[config.mk]
export PLATFORM = sky130hd
export DESIGN_NAME = vga_sync_gen
export DESIGN_NICKNAME = d
export VERILOG_FILES = /design/src/rtl/vga_timing_pkg.sv /design/src/rtl/pixel_tick_gen.sv /design/src/rtl/vga_sync_gen.sv
export SDC_FILE = /design/constraint.sdc
export NUM_CORES = 1
export LEC_CHECK = 0
export CAP_MARGIN = 20
export CELL_PAD_IN_SITES_DETAIL_PLACEMENT = 0
export CELL_PAD_IN_SITES_GLOBAL_PLACEMENT = 2
export CORE_UTILIZATION = 32
export CTS_CLUSTER_DIAMETER = 120
export CTS_CLUSTER_SIZE = 16
export DETAILED_ROUTE_END_ITERATION = 8
export PLACE_DENSITY = 0.75
export SYNTH_ARGS = -nofsm -noshare
export SYNTH_HDL_FRONTEND = slang
export SYNTH_HIERARCHICAL = 1
export SYNTH_SLANG_ARGS = --single-unit
[constraint.sdc]
create_clock -name clk -period 3.2 [get_ports clk]
set_clock_uncertainty 0.05 [all_clocks]
set_input_delay 0.32 -clock clk [delete_from_list [all_inputs] [get_ports clk]]
set_output_delay 0.32 -clock clk [all_outputs]
set_load 0.005 [all_outputs]
[src/rtl/vga_timing_pkg.sv]
// Shared 640x480@60 VGA timing constants, coordinate type and decode helper,
// used by the sync generator and every overlay renderer.
package vga_timing_pkg;

    localparam int H_DISPLAY = 640;
    localparam int H_FRONT   = 16;
    localparam int H_SYNC    = 96;
    localparam int H_BACK    = 48;
    localparam int H_TOTAL   = H_DISPLAY + H_FRONT + H_SYNC + H_BACK;

    localparam int V_DISPLAY = 480;
    localparam int V_FRONT   = 10;
    localparam int V_SYNC    = 2;
    localparam int V_BACK    = 33;
    localparam int V_TOTAL   = V_DISPLAY + V_FRONT + V_SYNC + V_BACK;

    // Both sync pulses are active-low for this mode.
    localparam logic SYNC_ACTIVE = 1'b0;

    localparam int SCREEN_W = H_DISPLAY;
    localparam int SCREEN_H = V_DISPLAY;

    localparam int COORD_W = 11;
    typedef logic [COORD_W-1:0] coord_t;

    // Half-open window test lo <= v < hi, unsigned.
    function automatic logic in_window(input coord_t v, input coord_t lo, input coord_t hi);
        return (v >= lo) && (v < hi);
    endfunction

endpackage

[src/rtl/pixel_tick_gen.sv]
// Divides clk by CLK_DIV into a registered one-clk pixel enable; the first
// enable is high in clk cycle CLK_DIV after reset release.
module pixel_tick_gen #(
    parameter int CLK_DIV = 4
) (
    input  logic clk,
    input  logic reset,
    output logic p_tick
);

    localparam int                CNT_W    = $clog2(CLK_DIV);
    localparam logic [CNT_W-1:0]  CNT_LAST = CNT_W'(CLK_DIV - 1);

    logic [CNT_W-1:0] cnt_q, cnt_d;
    logic             p_tick_q, p_tick_d;

    always_comb begin
        cnt_d    = (cnt_q == CNT_LAST) ? '0 : cnt_q + 1'b1;
        // Registered from the next count so the pulse lands in the last phase slot.
        p_tick_d = (cnt_d == CNT_LAST);
    end

    // NOTE: non-blocking assignments so every flop samples pre-edge values,
    // independent of the order the statements are written in.
    always_ff @(posedge clk or posedge reset) begin
        if (reset) begin
            cnt_q    <= '0;
            p_tick_q <= 1'b0;
        end else begin
            cnt_q    <= cnt_d;
            p_tick_q <= p_tick_d;
        end
    end

    assign p_tick = p_tick_q;

endmodule

[src/rtl/vga_sync_gen.sv]
// VGA timing generator: pixel-rate enable, horizontal/vertical counters and
// registered video_on/hsync/vsync/frame_start aligned to pixel_x/pixel_y.
module vga_sync_gen
    import vga_timing_pkg::COORD_W, vga_timing_pkg::coord_t,
           vga_timing_pkg::SYNC_ACTIVE, vga_timing_pkg::in_window;
#(
    parameter int CLK_DIV   = 4,
    parameter int H_DISPLAY = vga_timing_pkg::H_DISPLAY,
    parameter int H_FRONT   = vga_timing_pkg::H_FRONT,
    parameter int H_SYNC    = vga_timing_pkg::H_SYNC,
    parameter int H_BACK    = vga_timing_pkg::H_BACK,
    parameter int V_DISPLAY = vga_timing_pkg::V_DISPLAY,
    parameter int V_FRONT   = vga_timing_pkg::V_FRONT,
    parameter int V_SYNC    = vga_timing_pkg::V_SYNC,
    parameter int V_BACK    = vga_timing_pkg::V_BACK
) (
    input  logic               clk,
    input  logic               reset,
    output logic               p_tick,
    output logic [COORD_W-1:0] pixel_x,
    output logic [COORD_W-1:0] pixel_y,
    output logic               video_on,
    output logic               hsync,
    output logic               vsync,
    output logic               frame_start
);

    localparam int     H_TOT    = H_DISPLAY + H_FRONT + H_SYNC + H_BACK;
    localparam int     V_TOT    = V_DISPLAY + V_FRONT + V_SYNC + V_BACK;
    localparam coord_t H_LAST   = coord_t'(H_TOT - 1);
    localparam coord_t V_LAST   = coord_t'(V_TOT - 1);
    localparam coord_t H_VIS    = coord_t'(H_DISPLAY);
    localparam coord_t V_VIS    = coord_t'(V_DISPLAY);
    localparam coord_t HS_START = coord_t'(H_DISPLAY + H_FRONT);
    localparam coord_t HS_END   = coord_t'(H_DISPLAY + H_FRONT + H_SYNC);
    localparam coord_t VS_START = coord_t'(V_DISPLAY + V_FRONT);
    localparam coord_t VS_END   = coord_t'(V_DISPLAY + V_FRONT + V_SYNC);

    logic   tick;
    coord_t x_q, x_d, y_q, y_d;
    logic   video_on_q, video_on_d;
    logic   hsync_q, hsync_d;
    logic   vsync_q, vsync_d;
    logic   frame_start_q, frame_start_d;

    pixel_tick_gen #(.CLK_DIV(CLK_DIV)) u_tick (
        .clk    (clk),
        .reset  (reset),
        .p_tick (tick)
    );

    // NOTE: every always_comb output gets a default first, so no path can
    // leave one unassigned and infer a latch.
    always_comb begin
        x_d           = x_q;
        y_d           = y_q;
        frame_start_d = 1'b0;
        if (tick) begin
            if (x_q == H_LAST) begin
                x_d = '0;
                if (y_q == V_LAST) begin
                    y_d           = '0;
                    frame_start_d = 1'b1;
                end else begin
                    y_d = y_q + 1'b1;
                end
            end else begin
                x_d = x_q + 1'b1;
            end
        end
        // Decoding the next-state counters keeps these flops in step with pixel_x/pixel_y.
        video_on_d = (x_d < H_VIS) && (y_d < V_VIS);
        hsync_d    = in_window(x_d, HS_START, HS_END) ? SYNC_ACTIVE : ~SYNC_ACTIVE;
        vsync_d    = in_window(y_d, VS_START, VS_END) ? SYNC_ACTIVE : ~SYNC_ACTIVE;
    end

    always_ff @(posedge clk or posedge reset) begin
        if (reset) begin
            x_q           <= '0;
            y_q           <= '0;
            video_on_q    <= 1'b0;
            hsync_q       <= ~SYNC_ACTIVE;
            vsync_q       <= ~SYNC_ACTIVE;
            frame_start_q <= 1'b0;
        end else begin
            x_q           <= x_d;
            y_q           <= y_d;
            video_on_q    <= video_on_d;
            hsync_q       <= hsync_d;
            vsync_q       <= vsync_d;
            frame_start_q <= frame_start_d;
        end
    end

    assign p_tick      = tick;
    assign pixel_x     = x_q;
    assign pixel_y     = y_q;
    assign video_on    = video_on_q;
    assign hsync       = hsync_q;
    assign vsync       = vsync_q;
    assign frame_start = frame_start_q;

endmodule

## Yosys cells after proc, flatten, opt, wreduce, memory -nomap -nowiden

Index checks and enable logic that the tools add are counted.

| storage, ports and cells | value |
|---|---|
| register bits | 29 |
| output and inout bits | 27 |
| input port bits | 2 |
| logic and storage cells | 35 |

| operators by class | value |
|---|---|
| $lt $le $gt $ge | 6 |
| reductions and logical operators | 3 |
| equal/unequal tests | 4 |
| $add $sub $neg | 3 |
| multiplexer cells | 11 |

Operators with widths:

| kind | count |
|---|---|
| 11-bit two-way mux | 5 |
| 11-bit by 1-bit adder with 11-bit output, second input constant | 2 |
| 11-bit by 10-bit equality test with 1-bit output, second input constant | 2 |
| 11-bit by 10-bit < comparator with 1-bit output, second input constant | 2 |
| 11-bit by 9-bit < comparator with 1-bit output, second input constant | 2 |
| 11-bit by 10-bit greater-or-equal comparator with 1-bit output, second input constant | 1 |
| 11-bit by 9-bit greater-or-equal comparator with 1-bit output, second input constant | 1 |
| 1-bit two-way mux | 5 |
| 2-bit equality test, second input constant | 2 |
| 1-bit logical AND | 3 |
| 2-bit by 1-bit adder with 2-bit output, second input constant | 1 |
| 2-bit two-way mux | 1 |

## Depth between registers and ports, before layout

| depth | value |
|---|---|
| depth after elaboration | 7 |
| depth in mapped cells | 9 |

## By module

The synthesis kept the hierarchy.

By module, submodules not included:

| module | seq. area each (sq um) | cells each | area an instance (sq um) | instances |
|---|---|---|---|---|
| vga_sync_gen | 653.1 | 151 | 1482.7 | 1 |
| pixel_tick_gen | 75.1 | 9 | 115.1 | 1 |

## Worst setup path after synthesis

OpenSTA, ideal clock, no wires.

| path | value |
|---|---|
| path kind | register to register |
| start | reg x_q[0], in the netlist pixel_x[0] |
| end | reg hsync_q, in the netlist hsync |
| library setup time | 0.094 ns |
| path buffers | 2 |
| cell stages (with the launch flop) | 8 |
| arrival time | 2.197 ns |
| period minus slack after synthesis | 2.342 ns |
| path slack | 0.858 ns |
| path through | dfrtp_1 > ha_1 > and3_4 > buf_6 > and3_1 > clkbuf_2 > or4_1 > or4_1 |

| between the ends | value |
|---|---|
| word-level cells in the longest chain between the ends | 6 |
| elaborated cells on any way between the ends | 8 |

RTL lines:

| element | line | RTL |
|---|---|---|
| from (decl) | vga_sync_gen.sv:40 | `coord_t x_q, x_d, y_q, y_d;` |
| from (signal assigned) | vga_sync_gen.sv:79 | `x_q <= '0;` |
| from (signal assigned) | vga_sync_gen.sv:86 | `x_q <= x_d;` |
| 11-bit by 1-bit adder with 11-bit output or 11-bit by 10-bit equality test with 1-bit output (tied branches) | vga_sync_gen.sv:68, vga_sync_gen.sv:59 |  |
| 11-bit two-way mux | vga_sync_gen.sv:59 | `if (x_q == H_LAST) begin` |
| 11-bit two-way mux * | vga_sync_gen.sv:58 | `if (tick) begin` |
| 11-bit by 10-bit greater-or-equal comparator with 1-bit output or 11-bit by 10-bit < comparator with 1-bit output (tied branches) | vga_timing_pkg.sv:28 | `return (v >= lo) && (v < hi);` |
| 1-bit logical AND * | vga_timing_pkg.sv:28 |  |
| 1-bit two-way mux * | vga_sync_gen.sv:73 | `hsync_d = in_window(x_d, HS_START, HS_END) ? SYNC_ACTIVE : ~SYNC_ACTIVE;` |
| via hsync_d | vga_sync_gen.sv:42 | `logic hsync_q, hsync_d;` |
| to (signal assigned) | vga_sync_gen.sv:82 | `hsync_q <= ~SYNC_ACTIVE;` |
| to (signal assigned) | vga_sync_gen.sv:89 | `hsync_q <= hsync_d;` |
| to (decl) | vga_sync_gen.sv:42 |  |

The timed path passes the listed nets; every way through them passes the cells marked *.

## Worst setup path in the final report

Ends and elaborated chain as after synthesis.

==> run summary <==
Final slew viol count - 0
Int Pwr - 0.5655 mW
Critical Path Most Common Cell - or4_1
Sequential cell area - 728.2 um2
Sequential cell area fraction in the yosys report - 45.58%
Peak Freq - 0.4066 GHz
Ranking of synthesized cells by area - dfrtp_1 42%, xor2_1 4.4%, ha_1 3.9%
Initial antenna violation count - 0
FF-to-FF Start - pixel_x[0]$_DFF_PP0_
Clock-pin slew on the worst setup and hold paths - 0.06 ns
Post-synth net total - 167
Startpoint Class - flop
Sw Ratio - 20.79%
Post-Synth XOR/XNOR Area - 7.674%
CP top delay family - simple AND/OR/NAND/NOR gates
Worst-skew pair later-pin latency - 0.29 ns
Setup Viol. Count Final - 0
Die height - 72.66 um
Synth Area in Adders - 3.915%
Total Die Area - 5279 um2
Power density over the cells - 347.5 nW/um2
CTS Buffer Depth - 2
Hold-fix buffers at CTS - 0
Final Power - 0.7139 mW
Area occupied by multi-input gates - 777.0 um2
DR WL/cell - 14.32 um
Diodes inserted - 0
Max cap viols - 0
WL met2 - 1723 um
Syn-to-layout area delta - 28.58%
First-pass GRT wire length - 6361 um
Slew HR - 59.24%
P_sw - 0.1484 mW
Post-synthesis mux area share - 1.331%
DRC - 0
Post-Synth Simple-Gate Area - 26.55%
Synth top area share - 42.29%
Critical-path cell list - ha_1 -> and3_4 -> and3_1 -> or4_1 -> or4_1
Iter 0 DRT Violations - 40
Top-count cell post-synth - dfrtp_1
Slew @ Worst Pin - 0.6058 ns
Routed wire length - 3709 um
Complex-gate fraction of the synthesized area - 9.162%
Required time of the critical path - 3.34 ns
Number of vias per cell - 5.031
Unique cell type count in the Yosys netlist - 45
Placed Cells - 250
Critical Path Sink Type - flop
Syn Inst Count - 160
Tmin final - 2.459 ns
Vias in the first global route - 1,248
Fill cells - 497
CTS tree - yes
CTS root buf - clkbuf_8
Fin nets - 198
CP bufs+invs - 0
Unrepaired setup endpoints after global routing - no
Rows - 25
Ports - 29
Number of synthesized register bits - 29
# resized after CTS - 0
Combinational power share - 1.8%
Cell leakage power - 0.9360 nW
Total Routing Usage GR - 16.31%
Clock Power Share - 46.8%
Outcome - finished clean
Routed length on met3 - 155 um
CTS buffer count - 5
Synth area leader - dfrtp_1
VDD IR-drop max - 0.1858 mV
Vias - 1,303
HP Class - primary input to asynchronous set/reset pin
Fin cells - 259
PnR worst setup slack - 0.7407 ns
Crit Reg-Reg Endpoint - hsync$_DFF_PP1_
Critical path class - flop to flop
Largest family of logic cells by synthesized area - simple AND/OR/NAND/NOR gates
Post-DP HPWL - 2798 um
Post-synth EDFFs - 0
Share of layout cells above drive strength 1 - 9.375%
Reg2Reg Setup Slack - 0.74 ns
Postcts setup bufs - 0
Syn avg cell area - 9.986 um2
R2R cell count - 5
Arrival time at the worst endpoint - 2.60 ns
Seq pwr share - 51.4%
Synth Warn # - 6
Grt total ovfl - 0
TNS Setup - 0 ns
Synth cell count leaders - 27 x dfrtp_1, 15 x inv_1, 14 x nand2_1
Worst setup endpoint - hsync$_DFF_PP1_
Core area - 4755 um2
Worst slack at placement - 0.7414 ns
CTS H-tree lvls - 2
Drt pass-1 iters - 4
Post-Syn Area - 1598 um2
Final estimated routing congestion in global placement - 0.8483
Final worst-path cycle share - 76.85%
Initial Utilization - 33.61%
Worst Setup SP - pixel_x[0]$_DFF_PP0_
Critical-path maximum fanout - 15
Antenna-violating nets left - 0
Sink Count - 29
Critical-path top delay cell - or4_1
Top Layer Used - met4
CP Depth - 5
Async SR Flop Fraction - 100.0%
Wl on met1 - 1758 um
IO buf count - 28
DIE WIDTH - 72.66 um
CP max stage delay - 0.56 ns
Largest net degree at the start of global routing - 27
Final hold violation count - 0
Top FF cell, synth - dfrtp_1
-- cells in the final DEF, fill, tap and decap left out, types with 2 or more instances in the layout --
cell type,Yosys,layout
clkbuf_8,0,7
nor4_1,3,3
or4_1,4,4
inv_1,15,15
nand3_1,9,9
dfrtp_1,27,27
xor2_1,8,8
clkdlybuf4s50_1,0,28
and3_1,9,9
o31ai_1,2,2
nor4_2,2,2
xnor2_1,6,6
nand2_1,14,14
nand4_1,8,8
ha_1,5,5
and4_1,2,2
a21oi_1,2,2
nor2_1,7,7
nor3_1,2,2
a211oi_1,2,2
dfstp_2,2,2
o21ai_0,4,4
o22ai_1,2,2
-- per-stage QoR --
stage	utilization [%]	area [um2]	hold slack [ns]
after floorplan	-	1598	0.02364
after global placement	40.50	1926	0.3905
after detailed placement	40.50	1926	0.4048
after CTS	42.63	2027	0.1867
after global routing	43.21	2054	0.2007
final	43.21	2054	0.1825
-- flip-flops by register name, indices dropped and copies added (netlist names) --
| name | flops |
|---|---|
| frame_start | 1 |
| hsync | 1 |
| pixel_x | 11 |
| pixel_y | 11 |
| u_tick/cnt_q | 2 |
| u_tick/p_tick | 1 |
| video_on | 1 |
| vsync | 1 |
-- cells by family after synthesis --
group                      Yosys count
and+or+nand+nor                     69
DFF                                 29
AOI/OAI and AO/OA                   21
buffers and inverters               20
xor gates and xnor gates            14
adders and majority gates            5
muxes                                2
-- layout make-up --
type	instances	share of cell area, %
repair buffers	29	14.98
flip-flops and latches	29	35.44
clock buffers	7	4.689
well taps	67	4.080
clock inverters	1	0.2436
multi-input cells	111	37.82
inverters	15	2.741
-- worst register-to-register path, cell delays in order, from the launching register on --
cell and delay, ns:
dfrtp_1 0.43, ha_1 0.26, and3_4 0.23, and3_1 0.32
or4_1 0.56, or4_1 0.52
-- layer usage --
layer,global-route usage (%),vias to the layer above
met5,0,-
met4,7.843,0
met3,4.144,6
met2,24.51,29
met1,21.90,627
li1,-,641
-- worst min path at each step --
stage / start / endpoint / slack (ns) / cells past startpoint
6_report: reset / u_tick/p_tick$_DFF_PP0_ / 0.18 / 2
4_1_cts: reset / u_tick/p_tick$_DFF_PP0_ / 0.19 / 2
5_1_grt: reset / u_tick/p_tick$_DFF_PP0_ / 0.20 / 2
2_1_floorplan: reset / u_tick/cnt_q[0]$_DFF_PP0_ / 0.02 / 1
3_3_place_gp: u_tick/cnt_q[0]$_DFF_PP0_ / u_tick/cnt_q[0]$_DFF_PP0_ / 0.39 / 1
3_5_place_dp: u_tick/cnt_q[0]$_DFF_PP0_ / u_tick/cnt_q[0]$_DFF_PP0_ / 0.40 / 1
-- power by group through the flow --
stage          registers [mW]  logic, mW  clock network (mW)
6_report                0.367     0.0128               0.334
3_5_place_dp            0.373    0.00930                   0
2_1_floorplan           0.373    0.00552                   0
5_1_grt                 0.366     0.0147               0.365
4_1_cts                 0.367    0.00928               0.343
3_3_place_gp            0.373    0.00921                   0
Power figures use the tool's default switching activity.
==> patch, RTL diff (config.mk and constraints unchanged) <==
Change the package constant `SYNC_ACTIVE` from 1'b0 to 1'b1.
--- a/src/rtl/vga_timing_pkg.sv
+++ b/src/rtl/vga_timing_pkg.sv
@@ -15,7 +15,7 @@
     localparam int V_TOTAL   = V_DISPLAY + V_FRONT + V_SYNC + V_BACK;
 
     // Both sync pulses are active-low for this mode.
-    localparam logic SYNC_ACTIVE = 1'b0;
+    localparam logic SYNC_ACTIVE = 1'b1;
 
     localparam int SCREEN_W = H_DISPLAY;
     localparam int SCREEN_H = V_DISPLAY;
Formal check against the unedited RTL: not equivalent (Yosys sat finds a counterexample within 4 cycles, from zero or initial values and one cycle with reset high).
==> patch against the original RTL <==
- the run now ends with design-rule violations left
- clock power is 12% lower
- sequential cell count stayed put
- final area is 3.2% higher
- worst setup slack better by 100 ps
- non-clock buffer count stayed put
- power is 6.0% lower
- area after synthesis is 6.2% higher
- routed wire length is 9.6% higher
==> patch: results <==
[critical_path]
cp_slowest_cell = nor3_4
crit_fanout = 17
critPathCapture = vsync$_DFF_PP0_
rrSetupSlack_ps = 840

[placed_design]
gp_congestion = 0.779
placed_cell_area_um2 = 2040
pre_cts_ws_ps = 895
place_inst = 270

[drt]
wl_per_cell_um = 14.6
first_iter_violations = 116
drt-total-wl_um = 4070
post-route-drc-count = 1
wl_met3_um = 119

[timing]
fin_crit_ps = 2360

[run_status]
status = finished with violations
failed_checks = design-rule violations

[yosys]
synthAdderAreaFrac = 0.0369
ys_seq_area_frac = 0.428
synth_compound_area_frac = 0.135
ys_top_cells_by_area = dfrtp_1, o21ai_0, nand2_1
syn_nets = 185

[global_routing]
met3_usage = 0.0308
grtUsageTotal = 0.159
use_met2 = 0.230

[finish]
drive_above_1_share = 0.0962

[power_and_ir_drop]
ir_drop_v = 0.000144
## patch: changes by cell type after synthesis, sizes merged, moves of 3 or more
| cell | before | now |
|---|---|---|
| buf | 3 | 7 |
| a21oi | 2 | 6 |
| o21ai | 4 | 14 |
| nor3 | 2 | 8 |
| and3 | 10 | 6 |
| nor4 | 6 | 3 |
| or4 | 5 | 0 |
| nand2 | 14 | 18 |
| inv | 15 | 9 |
| nor2 | 7 | 10 |
## patch: worst max-delay path: cells and delay by family, from the launching register on
family,cells,cell delay [ps]
AND/OR/NAND/NOR,4,1330
flip-flops,1,460
adder cells (fa/ha/maj),1,260
AO/OA/AOI/OAI,1,160
## patch: layout make-up
cell class | count | area, um2 | share of cell area
clock buffer | 6 | 72.6 | 0.0342
timing repair buffer | 29 | 288 | 0.136
clock inverter | 2 | 10.0 | 0.00472
tap | 70 | 87.6 | 0.0413
multi-input combinational | 133 | 902 | 0.426
sequential | 29 | 726 | 0.342
inverter | 9 | 33.8 | 0.0159
